`config.mk`:
```
export PLATFORM = sky130hd
export DESIGN_NAME = mem_arbiter_flat
export DESIGN_NICKNAME = d
export VERILOG_FILES = /design/src/rtl/mem_arb_pkg.sv /design/src/rtl/mem_arbiter_if.sv /design/src/rtl/arb_starve_ctr.sv /design/src/rtl/mem_arbiter.sv /design/src/flat_wrapper.sv
export SDC_FILE = /design/constraint.sdc
export NUM_CORES = 1
export LEC_CHECK = 0
export ABC_AREA = 1
export BUFFER_PORTS_ARGS = -buffer_cell sky130_fd_sc_hd__buf_2
export CAP_MARGIN = 15
export CORE_AREA = 2 2 88 90
export DETAILED_ROUTE_END_ITERATION = 10
export DIE_AREA = 0 0 90 92
export PLACE_DENSITY_LB_ADDON = 0.25
export SLEW_MARGIN = 20
export SYNTH_ARGS = -nofsm -noshare
export SYNTH_HDL_FRONTEND = slang
export SYNTH_SLANG_ARGS = --single-unit
```
`constraint.sdc`:
```
create_clock -name clk -period 2.6 [get_ports clk]
set_input_delay 0.52 -clock clk [delete_from_list [all_inputs] [get_ports clk]]
set_output_delay 0.52 -clock clk [all_outputs]
set_load 0.01 [all_outputs]
```
`src/rtl/mem_arb_pkg.sv`:
```
// ============================================================
// mem_arb_pkg : shared types for the instruction/data memory arbiter
// Rev 1.0
// ============================================================
`default_nettype none

package mem_arb_pkg;

  typedef enum logic [0:0] {
    IDLE = 1'b0,
    WAIT = 1'b1
  } arb_state_e;

  typedef enum logic [0:0] {
    OWN_I = 1'b0,
    OWN_D = 1'b1
  } arb_owner_e;

endpackage

`default_nettype wire

```
`src/rtl/mem_arbiter_if.sv`:
```
// ============================================================
// mem_arbiter_if : fetch, data and shared-memory ports of mem_arbiter
// Rev 1.0
// ============================================================
`default_nettype none

interface mem_arbiter_if #(
  parameter int ADDRESS_WIDTH = 16,
  parameter int DATA_WIDTH    = 32
) ();

  logic                      i_req;
  logic [ADDRESS_WIDTH-1:0]  i_addr;
  logic                      i_gnt;
  logic                      i_rvalid;
  logic [DATA_WIDTH-1:0]     i_rdata;

  logic                      d_req;
  logic                      d_we;
  logic [DATA_WIDTH/8-1:0]   d_be;
  logic [ADDRESS_WIDTH-1:0]  d_addr;
  logic [DATA_WIDTH-1:0]     d_wdata;
  logic                      d_gnt;
  logic                      d_rvalid;
  logic [DATA_WIDTH-1:0]     d_rdata;

  logic                      m_req;
  logic                      m_we;
  logic [DATA_WIDTH/8-1:0]   m_be;
  logic [ADDRESS_WIDTH-1:0]  m_addr;
  logic [DATA_WIDTH-1:0]     m_wdata;
  logic                      m_rvalid;
  logic [DATA_WIDTH-1:0]     m_rdata;

  // Arbiter side
  modport slave (
    input  i_req, i_addr, d_req, d_we, d_be, d_addr, d_wdata, m_rvalid, m_rdata,
    output i_gnt, i_rvalid, i_rdata, d_gnt, d_rvalid, d_rdata,
    output m_req, m_we, m_be, m_addr, m_wdata
  );

  // Requesters and memory side
  modport master (
    output i_req, i_addr, d_req, d_we, d_be, d_addr, d_wdata, m_rvalid, m_rdata,
    input  i_gnt, i_rvalid, i_rdata, d_gnt, d_rvalid, d_rdata,
    input  m_req, m_we, m_be, m_addr, m_wdata
  );

endinterface

`default_nettype wire

```
`src/rtl/arb_starve_ctr.sv`:
```
// ============================================================
// arb_starve_ctr : saturating count of data grants that bypassed a fetch
// Rev 1.0
// ============================================================
`default_nettype none

module arb_starve_ctr #(
  parameter int STARVE_LIMIT = 4
) (
  input  logic clk,
  input  logic rst_n,
  input  logic inc,
  input  logic clr,
  output logic at_limit
);

  localparam int             CW      = $clog2(STARVE_LIMIT + 1);
  localparam logic [CW-1:0]  CNT_MAX = CW'(STARVE_LIMIT);

  logic [CW-1:0] cnt_q;
  logic [CW-1:0] cnt_d;

  always_comb begin
    cnt_d = cnt_q;
    if (clr) begin
      cnt_d = '0;
    end else if (inc && (cnt_q != CNT_MAX)) begin
      cnt_d = cnt_q + CW'(1);
    end
  end

  always_ff @(posedge clk or negedge rst_n) begin
    if (!rst_n) begin
      cnt_q <= '0;
    end else begin
      cnt_q <= cnt_d;
    end
  end

  assign at_limit = (cnt_q == CNT_MAX);

endmodule

`default_nettype wire

```
`src/rtl/mem_arbiter.sv`:
```
// ============================================================
// mem_arbiter : data-priority arbiter with fetch anti-starvation,
//               one outstanding transaction to a shared memory
// Rev 1.0
// ============================================================
`default_nettype none

module mem_arbiter
  import mem_arb_pkg::*;
#(
  parameter int ADDRESS_WIDTH = 16,
  parameter int DATA_WIDTH    = 32,
  parameter int STARVE_LIMIT  = 4
) (
  input  logic          clk,
  input  logic          rst_n,
  mem_arbiter_if.slave  bus
);

  localparam int BE_W = DATA_WIDTH / 8;

  arb_state_e state_q;
  arb_state_e state_d;
  arb_owner_e owner_q;
  arb_owner_e owner_d;

  logic at_limit;
  logic can_grant;
  logic resp;
  logic gnt_i;
  logic gnt_d;

  logic [ADDRESS_WIDTH-1:0] addr_mux;
  logic [DATA_WIDTH-1:0]    wdata_mux;
  logic [BE_W-1:0]          be_mux;
  logic                     we_mux;

  // rst_n gating keeps grants low while reset is held, without needing a clock
  assign resp      = rst_n && (state_q == WAIT) && bus.m_rvalid;
  assign can_grant = rst_n && ((state_q == IDLE) || resp);
  assign gnt_d     = can_grant && bus.d_req && !(at_limit && bus.i_req);
  assign gnt_i     = can_grant && bus.i_req && !gnt_d;

  arb_starve_ctr #(
    .STARVE_LIMIT (STARVE_LIMIT)
  ) u_starve_ctr (
    .clk      (clk),
    .rst_n    (rst_n),
    .inc      (gnt_d && bus.i_req),
    .clr      (gnt_i || (gnt_d && !bus.i_req)),
    .at_limit (at_limit)
  );

  always_ff @(posedge clk or negedge rst_n) begin
    if (!rst_n) begin
      state_q <= IDLE;
      owner_q <= OWN_I;
    end else begin
      state_q <= state_d;
      owner_q <= owner_d;
    end
  end

  always_comb begin
    state_d = state_q;
    owner_d = owner_q;
    if (gnt_i || gnt_d) begin
      state_d = WAIT;
      owner_d = gnt_d ? OWN_D : OWN_I;
    end else if (resp) begin
      state_d = IDLE;
    end
  end

  always_comb begin
    we_mux    = 1'b0;
    be_mux    = '0;
    addr_mux  = '0;
    wdata_mux = '0;
    if (gnt_d) begin
      we_mux    = bus.d_we;
      be_mux    = bus.d_be;
      addr_mux  = bus.d_addr;
      wdata_mux = bus.d_wdata;
    end else if (gnt_i) begin
      be_mux    = '1;
      addr_mux  = bus.i_addr;
    end

    bus.i_gnt    = gnt_i;
    bus.d_gnt    = gnt_d;
    bus.m_req    = gnt_i || gnt_d;
    bus.m_we     = we_mux;
    bus.m_be     = be_mux;
    bus.m_addr   = addr_mux;
    bus.m_wdata  = wdata_mux;

    bus.i_rvalid = resp && (owner_q == OWN_I);
    bus.d_rvalid = resp && (owner_q == OWN_D);
    bus.i_rdata  = (resp && (owner_q == OWN_I)) ? bus.m_rdata : '0;
    bus.d_rdata  = (resp && (owner_q == OWN_D)) ? bus.m_rdata : '0;
  end

endmodule

`default_nettype wire

```
`src/flat_wrapper.sv`:
```
// flat-port wrapper written by rule: the top's interface ports become plain ports
module mem_arbiter_flat import mem_arb_pkg::*;
#(
  parameter int ADDRESS_WIDTH = 16,
  parameter int DATA_WIDTH    = 32,
  parameter int STARVE_LIMIT  = 4
)
  (clk, rst_n, bus_i_req, bus_i_addr, bus_d_req, bus_d_we, bus_d_be, bus_d_addr, bus_d_wdata, bus_m_rvalid, bus_m_rdata, bus_i_gnt, bus_i_rvalid, bus_i_rdata, bus_d_gnt, bus_d_rvalid, bus_d_rdata, bus_m_req, bus_m_we, bus_m_be, bus_m_addr, bus_m_wdata);
  mem_arbiter_if #(.ADDRESS_WIDTH(ADDRESS_WIDTH), .DATA_WIDTH(DATA_WIDTH)) bus_i ();
  input  logic clk;
  input  logic rst_n;
  input wire logic [$bits(bus_i.i_req)-1:0] bus_i_req;
  input wire logic [$bits(bus_i.i_addr)-1:0] bus_i_addr;
  input wire logic [$bits(bus_i.d_req)-1:0] bus_d_req;
  input wire logic [$bits(bus_i.d_we)-1:0] bus_d_we;
  input wire logic [$bits(bus_i.d_be)-1:0] bus_d_be;
  input wire logic [$bits(bus_i.d_addr)-1:0] bus_d_addr;
  input wire logic [$bits(bus_i.d_wdata)-1:0] bus_d_wdata;
  input wire logic [$bits(bus_i.m_rvalid)-1:0] bus_m_rvalid;
  input wire logic [$bits(bus_i.m_rdata)-1:0] bus_m_rdata;
  output wire logic [$bits(bus_i.i_gnt)-1:0] bus_i_gnt;
  output wire logic [$bits(bus_i.i_rvalid)-1:0] bus_i_rvalid;
  output wire logic [$bits(bus_i.i_rdata)-1:0] bus_i_rdata;
  output wire logic [$bits(bus_i.d_gnt)-1:0] bus_d_gnt;
  output wire logic [$bits(bus_i.d_rvalid)-1:0] bus_d_rvalid;
  output wire logic [$bits(bus_i.d_rdata)-1:0] bus_d_rdata;
  output wire logic [$bits(bus_i.m_req)-1:0] bus_m_req;
  output wire logic [$bits(bus_i.m_we)-1:0] bus_m_we;
  output wire logic [$bits(bus_i.m_be)-1:0] bus_m_be;
  output wire logic [$bits(bus_i.m_addr)-1:0] bus_m_addr;
  output wire logic [$bits(bus_i.m_wdata)-1:0] bus_m_wdata;
  assign bus_i.i_req = bus_i_req;
  assign bus_i.i_addr = bus_i_addr;
  assign bus_i.d_req = bus_d_req;
  assign bus_i.d_we = bus_d_we;
  assign bus_i.d_be = bus_d_be;
  assign bus_i.d_addr = bus_d_addr;
  assign bus_i.d_wdata = bus_d_wdata;
  assign bus_i.m_rvalid = bus_m_rvalid;
  assign bus_i.m_rdata = bus_m_rdata;
  assign bus_i_gnt = bus_i.i_gnt;
  assign bus_i_rvalid = bus_i.i_rvalid;
  assign bus_i_rdata = bus_i.i_rdata;
  assign bus_d_gnt = bus_i.d_gnt;
  assign bus_d_rvalid = bus_i.d_rvalid;
  assign bus_d_rdata = bus_i.d_rdata;
  assign bus_m_req = bus_i.m_req;
  assign bus_m_we = bus_i.m_we;
  assign bus_m_be = bus_i.m_be;
  assign bus_m_addr = bus_i.m_addr;
  assign bus_m_wdata = bus_i.m_wdata;
  mem_arbiter #(.ADDRESS_WIDTH(ADDRESS_WIDTH), .DATA_WIDTH(DATA_WIDTH), .STARVE_LIMIT(STARVE_LIMIT)) u_core (.clk(clk), .rst_n(rst_n), .bus(bus_i));
endmodule
```
### Yosys cells after proc, flatten, opt, wreduce, memory -nomap -nowiden

Index checks and enable logic that the tools add are counted.
Widths: inputs -> output; s select.

* register bits after elaboration: 5
* output and inout port bits: 122
* word-level logic and storage cells: 42

* $add $sub $neg: 1
* equality and inequality tests: 2
* mux-type cells: 13
* bitwise operators: 2
* reduce and logical (&&, ||, !) cells: 21

Operators by type and width (number)
* $mux 32: 3
* $mux 16: 2
* $logic_and 1x1->1: 13
* $mux 4: 2
* $mux 3: 2
* $mux 1: 4
* $reduce_bool 2->1: 2
* $add 3x1->3 const B: 1
* $eq 3x3->1 const B: 1
* $logic_not 1->1: 3
* $logic_or 1x1->1: 3
* $ne 3x3->1 const B: 1
* $not 1->1: 2

### Logic depth before layout (Yosys ltp)

* depth in word-level cells: 10
* mapped depth: 8

### By module

From an unflattened synthesis, not the netlist that was laid out.

* cell total of the unflattened synthesis: 287
* area, all modules: 1365.1 µm²

By module, submodules not included
* mem_arbiter: times used 1, cells an instance 262, area each 1179.9 µm²
* arb_starve_ctr: times used 1, cells an instance 25, area each 185.2 µm²

### Least setup slack after synthesis

OpenSTA, ideal clock, no wires.

* path kind: register to output
* start: register u_core.u_starve_ctr.cnt_q[0]
* end: output bus_m_be[0]
* arrival time: 1220 ps
* required time: 2080 ps
* setup slack: 860 ps
* stages on the path, launching flop included: 9
* path buffers: 1
* cell sequence: dfrtp_1 inv_1 ha_1 nand3_1 inv_1 nor2_4 buf_8 nand2_1 nand2_1

* cells in the longest elaborated chain, start to end: 8

RTL lines
* start, declared: RTL line arb_starve_ctr.sv:20 `logic [CW-1:0] cnt_q;`
* start signal, assigned: RTL line arb_starve_ctr.sv:36 `cnt_q <= cnt_d;`
* $eq 3x3->1 *: RTL line arb_starve_ctr.sv:40 `assign at_limit = (cnt_q == CNT_MAX);`
* $logic_and 1x1->1 *: RTL line mem_arbiter.sv:41 `assign gnt_d = can_grant && bus.d_req && !(at_limit && bus.i_req);`
* $logic_not 1->1 *: RTL line mem_arbiter.sv:41
* $logic_and 1x1->1 *: RTL line mem_arbiter.sv:41
* net bus_d_gnt: RTL line flat_wrapper.sv:24 `output wire logic [$bits(bus_i.d_gnt)-1:0] bus_d_gnt;`
* $logic_not 1->1: RTL line mem_arbiter.sv:42 `assign gnt_i = can_grant && bus.i_req && !gnt_d;`
* $logic_and 1x1->1: RTL line mem_arbiter.sv:42
* $mux 4: RTL line mem_arbiter.sv:85 `end else if (gnt_i) begin`
* $mux 4 *: RTL line mem_arbiter.sv:80 `if (gnt_d) begin`
* end, declared: RTL line flat_wrapper.sv:29 `output wire logic [$bits(bus_i.m_be)-1:0] bus_m_be;`

Mark *: on every way through the listed nets, which the timed path passes. The rest lies on a longest branch.

### Worst setup path in the final report

* start: register u_core.u_starve_ctr.cnt_q[0]
* end: output bus_m_be[1]

* cells in the longest elaborated chain, start to end: 8

RTL lines (RTL line)
* $eq 3x3->1 *: arb_starve_ctr.sv:40
* $logic_and 1x1->1 *: mem_arbiter.sv:41
* $logic_not 1->1 *: mem_arbiter.sv:41
* $logic_and 1x1->1 *: mem_arbiter.sv:41
* $logic_not 1->1: mem_arbiter.sv:42
* $logic_and 1x1->1: mem_arbiter.sv:42
* $mux 4: mem_arbiter.sv:85
* $mux 4 *: mem_arbiter.sv:80

Every way passes the cells marked *; elsewhere a longest branch is shown, timed or not.

==> flow_metrics.py <==
metrics = {
    "finish": {
        "seqCellArea_sq_um": 125,
        "syn_to_final_growth_pct": 92.6,
        "fin_util_pct": 34.2,
        "finalNetCount": 607,
        "drive_gt1_share_pct": 49.8,
        "fillers": 869,
        "diodes": 0,
        "multi_input_area_sq_um": 793,
    },
    "drt": {
        "detail_route.first_pass.iterations": 4,
        "drc": 0,
        "drt_iter0_drc": 60,
        "wl_per_cell_um": 9.86,
        "finalWirelength_mm": 5.91,
        "vias": 2216,
        "ant_nets": 0,
        "routed_via_density": 3.69,
    },
    "timing": {
        "setup_viol": 0,
        "whs_ns": 0.139,
        "skew_ns": 0.00241,
        "hold_viol": 0,
        "slew_violations": 0,
        "fin_tns_setup_ns": 0,
        "finalWorstPathRequiredPeriod_ns": 2.33,
        "finalCritPeriodShare_pct": 89.6,
        "max-slew-margin-rel_pct": 63.7,
        "layout_setup_ws_ns": 0.271,
        "fmax_mhz": 429,
        "worst_pin_slew_ns": 0.539,
        "rsz0062_at_grt": "no",
    },
    "logic_synthesis": {
        "yosys-top-cells-count": "98 x nor2_1, 76 x inv_1, 45 x nand2_1",
        "async_flop_share_pct": 100,
        "synth_mux_area_share_pct": 0,
        "synth-simple-area-share_pct": 55.8,
        "ys_seq_area_share_pct": 9.45,
        "synth_top_area_share_pct": 27.8,
        "synth_fa_ha_area_share_pct": 1.89,
        "synth_top_family_by_area": "simple AND/OR/NAND/NOR gates",
        "synth_flop_cell": "dfrtp_1",
        "synth_xor_area_share_pct": 0.662,
        "synth_area_leaders": "nor2_1 28%, inv_1 22%, nand2_1 13%",
        "synth_area_leader_cell": "nor2_1",
        "syn_nets": 384,
        "synthesis.area_sq_um": 1320,
        "synth-seq-cells": 5,
        "synth_compound_area_share_pct": 1.61,
        "yosys_warnings": 0,
        "synth_edf_count": 0,
        "syn-instance-count": 276,
        "ys_types": 17,
        "synth_most_common_cell": "nor2_1",
        "avgSynthCellArea_sq_um": 4.80,
    },
    "cts": {
        "cts_tree": "built",
        "clk_latency_ns": 0.22,
        "post-cts-setup-buffers": 0,
        "clockRootBuffer": "clkbuf_8",
        "post_cts_resized": 0,
        "clk_path_buf_depth": 2,
        "cts_sinks": 5,
        "cts_hold_buf": 0,
        "clkTransAtPathRegs_ns": 0.04,
        "htreeDepth": 1,
        "cts_buffers": 3,
    },
    "setup_path": {
        "critical_path_class": "register to output port",
        "arrival_ns": 1.81,
        "cp_max_fo": 39,
        "ff2ff_setup_slack_ns": 1.16,
        "crit_path_start": "u_core.u_starve_ctr.cnt_q[0]",
        "rr_startpoint": "u_core.u_starve_ctr.cnt_q[0]",
        "required_ns": 2.08,
        "crit_path_end_kind": "output port",
        "rr_worst_depth": 8,
        "start_kind": "register",
        "reg2reg_to": "u_core.u_starve_ctr.cnt_q[0]",
    },
    "power": {
        "vdd_drop_max_uv": 266,
        "leakage_uw": 0.00207,
        "powerDensity_nw_per_um2": 239,
    },
    "outcome": {
        "status": "finished clean",
    },
    "global_routing": {
        "antenna_found_initial": 0,
        "grt_overflow": 0,
        "grt_pass1_wl_mm": 9.06,
        "grt_pass1_vias": 1999,
        "grt.total_usage_pct": 12.9,
        "grt_start_max_net_pins": 40,
    },
    "placed_design": {
        "place_ws_ns": 0.362,
        "io_buffer_count": 227,
        "dpl.hpwl_mm": 4.91,
        "gp_congestion": 0.747,
    },
    "die": {
        "start_util_pct": 17.8,
        "die_area_sq_um": 8280,
        "core_sq_um": 7450,
        "ios": 228,
        "row_count": 32,
        "die_x_um": 90,
        "dieHeight_um": 92,
    },
    "job": {
        "maxCapViolations": 0,
    },
    "worst_hold_path": {
        "min_path_type": "input port to async pin",
    },
}
worst max path at each step:
stage / to / depth (start not counted) / slack (ns)
final: bus_m_be[1] / 8 / 0.27
after global routing: bus_m_be[2] / 8 / 0.09
after CTS: bus_m_be[1] / 8 / 0.24
after detailed placement: bus_m_be[1] / 7 / 0.36
after global placement: bus_m_be[2] / 7 / 0.38
after floorplan: bus_m_be[0] / 8 / 0.86
layer usage:
| metal | wire (um) | track usage [%] |
|---|---|---|
| met5 | 0 | 0 |
| met2 | 3080 | 24.5 |
| met4 | 69 | 3.21 |
| met3 | 452 | 2.96 |
| met1 | 2310 | 14.4 |
placed cells by master (no fill, tap or decap), drive strengths merged:
cell type	instances
buf	232
nor2	100
inv	76
nand2	53
nand3	22
dfrtp	5
clkbuf	4
o21ai	2
ha	2
a21boi	1
xor2	1
metrics by stage:
step / cells / cell area (sq um) / power, uW
floorplan: 276 / 1320 / 295
global placement: 596 / 2500 / 467
detailed placement: 596 / 2500 / 469
CTS: 600 / 2550 / 622
global route: 600 / 2550 / 670
finish: 600 / 2550 / 610
registers in the layout, indices dropped and copies added, names as in the netlist:
register and cells:
u_core.state_q 1, u_core.owner_q 1, u_core.u_starve_ctr.cnt_q 3
report_power, final:
group / internal (uW) / switching (uW) / leakage [uW]
sequential: 88.2 / 7.19 / 0.0000631
combinational: 159 / 210 / 0.00199
clock: 105 / 40.0 / 0.0000228
total: 353 / 257 / 0.00207
critical path: stages, from the launching register on:
cell     delay [ns]
dfrtp_1        0.38
inv_1          0.08
ha_1           0.15
nand3_1        0.11
nand3_2        0.10
buf_4          0.33
nand2_1        0.19
nand2_1        0.11
buf_2          0.13
cells by family (layout without fill, tap and decap cells):
group | after synthesis | in the layout
AO/OA/AOI/OAI | 3 | 3
XOR/XNOR | 1 | 1
adder cells (fa/ha/maj) | 2 | 2
buffers and inverters | 90 | 312
flip-flops | 5 | 5
AND/OR/NAND/NOR | 175 | 175
cell type report:
class / instances / area share [%]
clock buffer: 4 / 1.77
tap: 102 / 5.00
multi-input combinational: 181 / 31.1
inverter: 76 / 11.2
timing repair buffer: 232 / 46.0
sequential: 5 / 4.91
Note: power is estimated with default switching activity, not from simulation.
